===== src/rtl/msg_decoder.sv =====
// msg_decoder: recovers a 64-byte LFSR-encrypted message from data memory.
//   The block reads a 10-byte header to identify which of nine fixed tap
//   patterns produced the key stream. It then decrypts all 64 bytes, strips
//   leading spaces, and writes the text to addresses 0..63, padding the
//   tail with spaces.
//
// Ports:
//   Clk        rising-edge clock
//   Reset      synchronous, active-low reset
//   Start      run request (accepted in IDLE and DONE)
//   Ack        run complete (high in DONE)
//   RdAddr     read address; RdData is valid one cycle later
//   RdData     read data
//   WrEn       write enable; memory writes on the Clk edge where WrEn=1
//   WrAddr     write address (always < 64 when WrEn=1)
//   WrData     write data
//   DetPtrn    index 0..8 of the detected tap pattern
//   PreLen     number of leading spaces stripped
//   ParErrCnt  parity failures seen while decoding (saturating)
//   KeyErr     no usable key stream was found
module msg_decoder #(
    parameter int unsigned BASE = 64
) (
    input  logic       Clk,
    input  logic       Reset,
    input  logic       Start,
    output logic       Ack,
    output logic [7:0] RdAddr,
    input  logic [7:0] RdData,
    output logic       WrEn,
    output logic [7:0] WrAddr,
    output logic [7:0] WrData,
    output logic [3:0] DetPtrn,
    output logic [6:0] PreLen,
    output logic [6:0] ParErrCnt,
    output logic       KeyErr
);

    localparam logic [7:0] BASE_ADDR = BASE[7:0];
    localparam logic [6:0] SPACE     = 7'h20;

    typedef enum logic [2:0] {IDLE, LOAD, SEARCH, DECODE, FILL, DONE} state_t;

    function automatic logic [6:0] tap_of(input logic [3:0] idx);
        case (idx)
            4'd0:    tap_of = 7'h60;
            4'd1:    tap_of = 7'h48;
            4'd2:    tap_of = 7'h78;
            4'd3:    tap_of = 7'h72;
            4'd4:    tap_of = 7'h6A;
            4'd5:    tap_of = 7'h69;
            4'd6:    tap_of = 7'h5C;
            4'd7:    tap_of = 7'h7E;
            4'd8:    tap_of = 7'h7B;
            default: tap_of = 7'h00;
        endcase
    endfunction

    function automatic logic [6:0] lfsr_step(input logic [6:0] s, input logic [6:0] taps);
        lfsr_step = {s[5:0], ^(s & taps)};
    endfunction

    state_t     state_q, state_d;
    logic [6:0] cnt_q, cnt_d;
    logic [7:0] rd_addr_q, rd_addr_d;
    logic [6:0] hdr_q [10];
    logic [6:0] hdr_d [10];
    logic [6:0] lfsr_q, lfsr_d;
    logic [3:0] det_ptrn_q, det_ptrn_d;
    logic [6:0] pre_len_q, pre_len_d;
    logic [6:0] par_err_q, par_err_d;
    logic       key_err_q, key_err_d;
    logic [6:0] wr_ptr_q, wr_ptr_d;
    logic       seen_q, seen_d;

    logic [6:0] s0;
    logic [6:0] srch_s;
    logic       search_hit;
    logic       dec_valid;
    logic [6:0] dec_pt;
    logic       dec_strip;
    logic       dec_perr;
    logic       wr_en;

    // Header byte 0 is always a preamble space, so the key stream starts
    // at its ciphertext XOR 0x20.
    assign s0 = hdr_q[0] ^ SPACE;

    // Evaluate the candidate pattern indexed by cnt_q against header bytes 1..9.
    always_comb begin
        srch_s     = s0;
        search_hit = 1'b1;
        for (int unsigned k = 1; k < 10; k++) begin
            srch_s = lfsr_step(srch_s, tap_of(cnt_q[3:0]));
            if (srch_s != (hdr_q[k] ^ SPACE)) begin
                search_hit = 1'b0;
            end
        end
    end

    // Data for the byte issued last cycle arrives whenever cnt_q is non-zero.
    assign dec_valid = (state_q == DECODE) && (cnt_q != 7'd0);
    assign dec_pt    = RdData[6:0] ^ lfsr_q;
    assign dec_strip = !seen_q && (dec_pt == SPACE);
    assign dec_perr  = RdData[7] ^ (^RdData[6:0]);

    assign wr_en     = (dec_valid && !dec_strip) || (state_q == FILL);
    assign WrEn      = wr_en;
    assign WrAddr    = wr_en ? {2'b00, wr_ptr_q[5:0]} : '0;
    assign WrData    = !wr_en ? '0 : (state_q == FILL) ? {1'b0, SPACE} : {1'b0, dec_pt};

    assign Ack       = (state_q == DONE);
    assign RdAddr    = rd_addr_q;
    assign DetPtrn   = det_ptrn_q;
    assign PreLen    = pre_len_q;
    assign ParErrCnt = par_err_q;
    assign KeyErr    = key_err_q;

    always_comb begin
        state_d    = state_q;
        cnt_d      = cnt_q;
        rd_addr_d  = rd_addr_q;
        hdr_d      = hdr_q;
        lfsr_d     = lfsr_q;
        det_ptrn_d = det_ptrn_q;
        pre_len_d  = pre_len_q;
        par_err_d  = par_err_q;
        key_err_d  = key_err_q;
        wr_ptr_d   = wr_ptr_q;
        seen_d     = seen_q;

        case (state_q)
            IDLE, DONE: begin
                if (Start) begin
                    state_d   = LOAD;
                    cnt_d     = '0;
                    rd_addr_d = BASE_ADDR;
                    pre_len_d = '0;
                    par_err_d = '0;
                    key_err_d = 1'b0;
                end
            end

            LOAD: begin
                if (cnt_q != 7'd0) begin
                    hdr_d[cnt_q[3:0] - 4'd1] = RdData[6:0];
                end
                if (cnt_q < 7'd9) begin
                    rd_addr_d = rd_addr_q + 8'd1;
                end
                if (cnt_q == 7'd10) begin
                    cnt_d = '0;
                    if (s0 == 7'd0) begin
                        key_err_d = 1'b1;
                        state_d   = DONE;
                    end else begin
                        state_d = SEARCH;
                    end
                end else begin
                    cnt_d = cnt_q + 7'd1;
                end
            end

            SEARCH: begin
                if (search_hit) begin
                    det_ptrn_d = cnt_q[3:0];
                    lfsr_d     = s0;
                    cnt_d      = '0;
                    rd_addr_d  = BASE_ADDR;
                    wr_ptr_d   = '0;
                    seen_d     = 1'b0;
                    state_d    = DECODE;
                end else if (cnt_q == 7'd8) begin
                    key_err_d = 1'b1;
                    state_d   = DONE;
                end else begin
                    cnt_d = cnt_q + 7'd1;
                end
            end

            DECODE: begin
                cnt_d = cnt_q + 7'd1;
                if (cnt_q < 7'd63) begin
                    rd_addr_d = rd_addr_q + 8'd1;
                end
                if (dec_valid) begin
                    lfsr_d = lfsr_step(lfsr_q, tap_of(det_ptrn_q));
                    if (dec_perr && (par_err_q != 7'h7F)) begin
                        par_err_d = par_err_q + 7'd1;
                    end
                    if (dec_strip) begin
                        pre_len_d = pre_len_q + 7'd1;
                    end else begin
                        seen_d   = 1'b1;
                        wr_ptr_d = wr_ptr_q + 7'd1;
                    end
                end
                if (cnt_q == 7'd64) begin
                    state_d = wr_ptr_d[6] ? DONE : FILL;
                end
            end

            FILL: begin
                wr_ptr_d = wr_ptr_q + 7'd1;
                if (wr_ptr_q[5:0] == 6'h3F) begin
                    state_d = DONE;
                end
            end

            default: state_d = IDLE;
        endcase
    end

    always_ff @(posedge Clk) begin
        if (!Reset) begin
            state_q    <= IDLE;
            cnt_q      <= '0;
            rd_addr_q  <= '0;
            hdr_q      <= '{default: '0};
            lfsr_q     <= '0;
            det_ptrn_q <= '0;
            pre_len_q  <= '0;
            par_err_q  <= '0;
            key_err_q  <= 1'b0;
            wr_ptr_q   <= '0;
            seen_q     <= 1'b0;
        end else begin
            state_q    <= state_d;
            cnt_q      <= cnt_d;
            rd_addr_q  <= rd_addr_d;
            hdr_q      <= hdr_d;
            lfsr_q     <= lfsr_d;
            det_ptrn_q <= det_ptrn_d;
            pre_len_q  <= pre_len_d;
            par_err_q  <= par_err_d;
            key_err_q  <= key_err_d;
            wr_ptr_q   <= wr_ptr_d;
            seen_q     <= seen_d;
        end
    end

endmodule


===== config.mk =====
export PLATFORM = sky130hd
export DESIGN_NAME = msg_decoder
export DESIGN_NICKNAME = d
export VERILOG_FILES = /design/src/rtl/msg_decoder.sv
export SDC_FILE = /design/constraint.sdc
export NUM_CORES = 1
export LEC_CHECK = 0
export ABC_AREA = 1
export CORE_ASPECT_RATIO = 1.75
export CORE_UTILIZATION = 40
export CTS_CLUSTER_SIZE = 8
export DETAILED_ROUTE_END_ITERATION = 8
export SLEW_MARGIN = 30
export SYNTH_ARGS = -nofsm -noshare
export SYNTH_HDL_FRONTEND = slang
export SYNTH_SLANG_ARGS = --single-unit

===== constraint.sdc =====
create_clock -name Clk -period 4.9 [get_ports Clk]
set_clock_uncertainty 0.05 [all_clocks]
set_input_delay 0.98 -clock Clk [delete_from_list [all_inputs] [get_ports Clk]]
set_output_delay 0.98 -clock Clk [all_outputs]
set_load 0.02 [all_outputs]

# After elaboration in Yosys (flattened, before gate mapping)
# Memory sizes are Yosys's and may differ from the RTL's. A register that Yosys moved wholly into a read port is not among the register bits.
# Cells that the tools add are included.
op_classes:
  order_cmp: 4
  n_addsub: 6
  reduce_logical: 40
  muxes: 80
  bitwise_logic: 23
  eq_ne: 36
ops:
  columns: ["cell", "n"]
  rows:
  - ["2-to-1 mux 7 bit", 19]
  - ["2-to-1 mux 4 bit", 20]
  - ["parity 7 bit", 11]
  - ["bitwise AND 7 bit", 10]
  - ["bitwise mux 70 bit", 1]
  - ["!= test 7 bit", 9]
  - ["case mux 7 bit (2 select lines)", 3]
  - ["2-to-1 mux 8 bit", 4]
  - ["case mux 8 bit (4 select lines)", 1]
  - ["adder 7 x 1 -> 7 bit, second input constant", 4]
  - ["demux 7 bit (select 4 bit)", 1]
  - ["case mux 7 bit (4 select lines)", 1]
  - ["2-to-1 mux 3 bit", 7]
  - ["case mux 7 bit (3 select lines)", 1]
  - ["!= test 2 bit, second input constant", 10]
  - ["2-to-1 mux 1 bit", 18]
  - ["AND reduction 4 bit", 4]
  - ["case mux 3 bit (5 select lines)", 1]
  - ["equality test 7 x 4 -> 1 bit, second input constant", 2]
  - ["NOT 1 bit", 10]
  - ["AND reduction 5 bit", 2]
  - ["adder 8 x 1 -> 8 bit, second input constant", 1]
  - ["!= test 2 x 1 -> 1 bit, second input constant", 4]
  - ["equality test 7 x 6 -> 1 bit, second input constant", 1]
  - ["31 further kinds", 44]
totals:
  inputBits: 11
  rom_bits: 1120
  word_cells: 220
  regBits: 122
  out_inout_bits: 45
  memories: 10
mem_list:
  columns: ["memory", "depth", "width", "read_ports", "rd_ports_with_merged_regs", "wr", "line_no", "text"]
  rows:
  - ["(no name shown)", 16, 7, 1, 1, 0, "45", "case (idx)"]
  - ["(no name shown)", 16, 7, 1, 1, 0, "45", null]
  - ["(no name shown)", 16, 7, 1, 1, 0, "45", null]
  - ["(no name shown)", 16, 7, 1, 1, 0, "45", null]
  - ["(no name shown)", 16, 7, 1, 1, 0, "45", null]
  - ["(no name shown)", 16, 7, 1, 1, 0, "45", null]
  - ["4 more memories", null, null, null, null, null, null, null]

# Logic depth before layout (Yosys ltp)
# Gate-level depths: netlist of run 1.
logic_depth:
  ltp_word: 25
  mapped_depth: 54
  depth_no_buf: 53

# Worst setup path before layout of run 1
# OpenSTA, ideal clock, no wires.
synth_timing:
  path_type: "flip-flop to flip-flop"
  from: "reg (tool-made name)"
  to: "reg (tool-made name)"
  setup_time_ns: 0.113
  stages_incl_launch_ff: 46
  n_path_buf: 2
  period_less_slack_ns: 4.209
  required_ns: 4.737
  arrival_ns: 4.047
  slack_ns: 0.691
  path_cell_list: "dfxtp_1 -> buf_4 -> inv_2 -> nor2_2 -> nand2_1 -> nand2_1 -> nand2_1 -> nand2_1 -> nand2_1 -> nand2_4 -> nand3_2 -> nand2_2 -> buf_6 -> nand3_1 -> nand2_1 -> nand4_1 -> nand2_4 -> nand2_1 -> (+10 left out) -> nand2_1 -> nand2_1 -> nand2_1 -> nand2_1 -> nand2_1 -> nand2_2 -> nand2_4 -> nand3_2 -> nand2_2 -> o21ai_0 -> a21oi_1 -> inv_1 -> ha_1 -> inv_1 -> nand3_1 -> nand2_1 -> nand2_1 -> nand2_1"

# Worst setup path in the final report of run 1
layout_timing:
  from: "in RdData[0]"
  to: "out WrEn"
layout_via:
  elab_chain_len: 6
layout_lines:
  columns: ["item", "line_no", "text"]
  rows:
  - ["start, declared", "29", "input logic [7:0] RdData,"]
  - ["XOR 7 bit", "103", "assign dec_pt = RdData[6:0] ^ lfsr_q;"]
  - ["equality test 7 x 6 -> 1 bit", "104", "assign dec_strip = !seen_q && (dec_pt == SPACE);"]
  - ["logical AND 1 bit", "104", null]
  - ["logical NOT 1 bit", "107", "assign wr_en = (dec_valid && !dec_strip) || (state_q == FILL);"]
  - ["logical AND 1 bit", "107", null]
  - ["logical OR 1 bit", "107", null]
  - ["end, declared", "30", "output logic WrEn,"]
# No other way between the ends.

==> impl_metrics.py, run 1 <==
metrics = {
    "outcome": {
        "status": "completed",
    },
    "power": {
        "seqPwrFrac": 0.341,
        "power_mw": 3.75,
        "p_clk_frac": 0.327,
        "peakVddDrop_mv": 0.353,
        "powerDensity_nw_per_um2": 384,
        "swShare": 0.381,
        "p_leak_nw": 4.20,
        "p_sw_mw": 1.43,
        "internal_power_mw": 2.32,
        "p_comb_frac": 0.332,
    },
    "cts": {
        "cts_htree_levels": 4,
        "clock_sinks": 136,
        "cts_buffer_depth": 2,
        "cts_tree": "built",
        "clkTransAtPathRegs_ns": 0.07,
        "clk_latency_ns": 0.43,
        "root_buffer": "clkbuf_16",
        "cts_buffers": 17,
    },
    "placed_design": {
        "io_buffers": 52,
        "gp_congestion": 0.848,
        "place_ws_ns": 0.0258,
        "dp_hpwl_microns": 16400,
    },
    "floorplanning": {
        "row_count": 68,
        "fp.dieH_microns": 189,
        "core_area_sq_um": 19700,
        "die-area_sq_um": 20600,
        "start_util": 0.407,
        "die_w_microns": 109,
        "io_pins": 56,
    },
    "sta": {
        "setup_violations": 0,
        "slew_violations": 0,
        "finalHoldViolations": 0,
        "fin_ws_ns": 0.327,
        "period_share": 0.933,
        "slew_headroom": 0.473,
        "worstMarginPinSlew_ns": 0.784,
        "rsz0062_at_grt": "true",
        "setup_tns_ns": 0,
        "whs_ns": 0.425,
        "min_period_ns": 4.57,
        "fmax_mhz": 219,
    },
    "detailed_routing": {
        "wirelength_microns": 22400,
        "vias": 7682,
        "drc": 0,
        "postRouteAntennaNets": 0,
        "avgRoutedWirePerCell_microns": 14.8,
        "routed_via_density": 5.05,
        "drt_iter0_drc": 364,
        "drtPass1Iterations": 4,
    },
    "synthesis": {
        "syn_area_sq_um": 7990,
        "syn_inst": 1184,
        "ys_top_cells_by_area": "dfxtp_1 34%, nand2_1 11%, nor2_1 9.0%",
        "post_synth.cell_area_avg_sq_um": 6.75,
        "yosysSeqAreaShare": 0.341,
        "synth_edf_count": 0,
        "synth-seq-cells": 136,
        "synthDistinctLibCells": 57,
        "synth_top_area_frac": 0.341,
        "yosys-top-cells-count": "240 x nand2_1, 191 x nor2_1, 136 x dfxtp_1",
        "synth_largest_area_cell": "dfxtp_1",
        "yosysMostFrequentCell": "nand2_1",
        "synth_ff_type": "dfxtp_1",
        "synth_warnings": 0,
        "ys_async_sr_fraction": 0,
    },
    "hold_path": {
        "whs_path_depth": 2,
        "hold_path.class": "register to register",
    },
    "critical_path": {
        "cpPeakStageDelay_ns": 0.56,
        "rrSetupSlack_ns": 0.40,
        "required_ns": 3.87,
        "cp-start-kind": "input pin",
        "critical_path_class": "input pin to output port",
        "path_cells": "clkdlybuf4s50_1 > xnor2_1 > inv_1 > nor4_1 > nand2_1 > nand2_1 > inv_1 > nor2_1 > inv_1 > clkdlybuf4s50_1",
        "crit_top_cell": "inv_1",
        "crit_arrival_ns": 3.54,
        "cp_slowest_cell": "clkdlybuf4s50_1",
        "crit_fanout": 7,
        "r2r.worst_path.cells": 45,
        "crit_path_end_kind": "output port",
        "crit_family": "buffers and inverters",
        "crit_cells": 10,
        "path_buf_inv": 5,
    },
    "global_route": {
        "overflow": 0,
        "grt_max_degree": 78,
        "antenna_found_initial": 0,
        "grt_pass1_vias": 7337,
        "grt.total_usage": 0.225,
        "grt_pass1_wl_microns": 35700,
    },
    "job": {
        "cap_violations": 0,
    },
    "finish": {
        "n_antenna_cell": 0,
        "nets": 1291,
        "final_util": 0.497,
        "drive_gt1_frac": 0.162,
        "areaGrowthSynthToFinish_pct": 22.4,
    },
}
==> tightest hold or removal path: stages, from the launching register on <==
cell	delay, ns
dfxtp_1	0.32
inv_1	0.05
a21oi_1	0.05
==> logic make-up after synthesis <==
logic type               share of synthesized area
buffers and inverters                       0.0983
XOR/XNOR                                    0.0664
AO/OA/AOI/OAI                                0.140
other                                     0.000469
flip-flops                                   0.341
adder cells (fa/ha/maj)                     0.0282
AND/OR/NAND/NOR                              0.326
==> repair_timing <==
item                       4_1_cts  5_1_grt
setup buffers                    0       20
hold endpoints to repair         0        0
setup endpoints to repair        0       43
hold buffers                     0        0
resized for setup                0       88
==> layout make-up <==
type	instances	area [sq um]
Tap cell	245	307
Multi-Input combinational cell	861	4720
Fill cell	1936	9880
Clock buffer	17	425
Inverter	147	562
Clock inverter	15	133
Sequential cell	136	2750
Timing Repair Buffer	99	880
==> through the flow <==
stage               cell area [sq um]  cells
floorplan                        8000   1186
global placement                 8790   1468
detailed placement               8790   1468
CTS                              9350   1500
global route                     9780   1520
finish                           9780   1520
==> per-layer routing <==
layer,wire length (microns),vias to the layer above,global-route usage
li1,-,3952,-
met1,8590,3538,0.224
met2,12400,142,0.434
met3,688,50,0.0386
met4,749,0,0.108
met5,0,-,0
==> cells in the final DEF (no fill, tap or decap), types with 4 or more instances in the layout <==
| cell type | synthesis | routed |
|---|---|---|
| nand2_1 | 240 | 208 |
| nor2_1 | 191 | 190 |
| dfxtp_1 | 136 | 125 |
| inv_1 | 126 | 122 |
| o21ai_0 | 97 | 96 |
| clkdlybuf4s50_1 | 0 | 51 |
| nand2_2 | 23 | 45 |
| a21oi_1 | 45 | 44 |
| buf_4 | 11 | 44 |
| nand3_1 | 49 | 42 |
| xnor2_1 | 32 | 32 |
| xor2_1 | 26 | 25 |
| nand4_1 | 22 | 22 |
| nor3_1 | 22 | 22 |
| inv_2 | 15 | 17 |
| nand2_4 | 7 | 17 |
| ha_1 | 18 | 17 |
| clkbuf_16 | 0 | 17 |
| nor4_1 | 10 | 10 |
| nand3_2 | 5 | 9 |
| o21ai_1 | 7 | 8 |
| nor3b_1 | 7 | 7 |
| a31oi_1 | 7 | 7 |
| dfxtp_4 | 0 | 7 |
| inv_6 | 0 | 5 |
| clkinv_1 | 5 | 5 |
| inv_8 | 0 | 5 |
| nand3_4 | 1 | 4 |
| o41ai_1 | 4 | 4 |
| a211oi_1 | 4 | 4 |
| o21bai_1 | 4 | 4 |
| dfxtp_2 | 0 | 4 |
==> power by group through the flow <==
stage / logic [mW] / registers (mW) / clock network, mW
global route: 1.41 / 1.29 / 1.29
detailed placement: 1.12 / 1.30 / 0
finish: 1.25 / 1.28 / 1.22
floorplan: 0.807 / 1.30 / 0
global placement: 1.11 / 1.30 / 0
CTS: 1.13 / 1.27 / 1.25
==> path summary, 6_finish.rpt <==
path | start | endpoint
worst max-delay path | RdData[0] | WrEn
worst max register to register | register | register
worst min-delay path | seen_q$_SDFFE_PN0P_ | seen_q$_SDFFE_PN0P_
worst min register to register | seen_q$_SDFFE_PN0P_ | seen_q$_SDFFE_PN0P_
(Power assumes the default switching activity.)
==> run 2, diff against run 1 <==
--- a/config.mk
+++ b/config.mk
@@ -10,6 +10,7 @@
 export CORE_UTILIZATION = 40
 export CTS_CLUSTER_SIZE = 8
 export DETAILED_ROUTE_END_ITERATION = 8
+export SKIP_CTS_REPAIR_TIMING = 1
 export SLEW_MARGIN = 30
 export SYNTH_ARGS = -nofsm -noshare
 export SYNTH_HDL_FRONTEND = slang
==> results of run 2 <==
Final layout, timing and power as in run 1 (identical DEF).
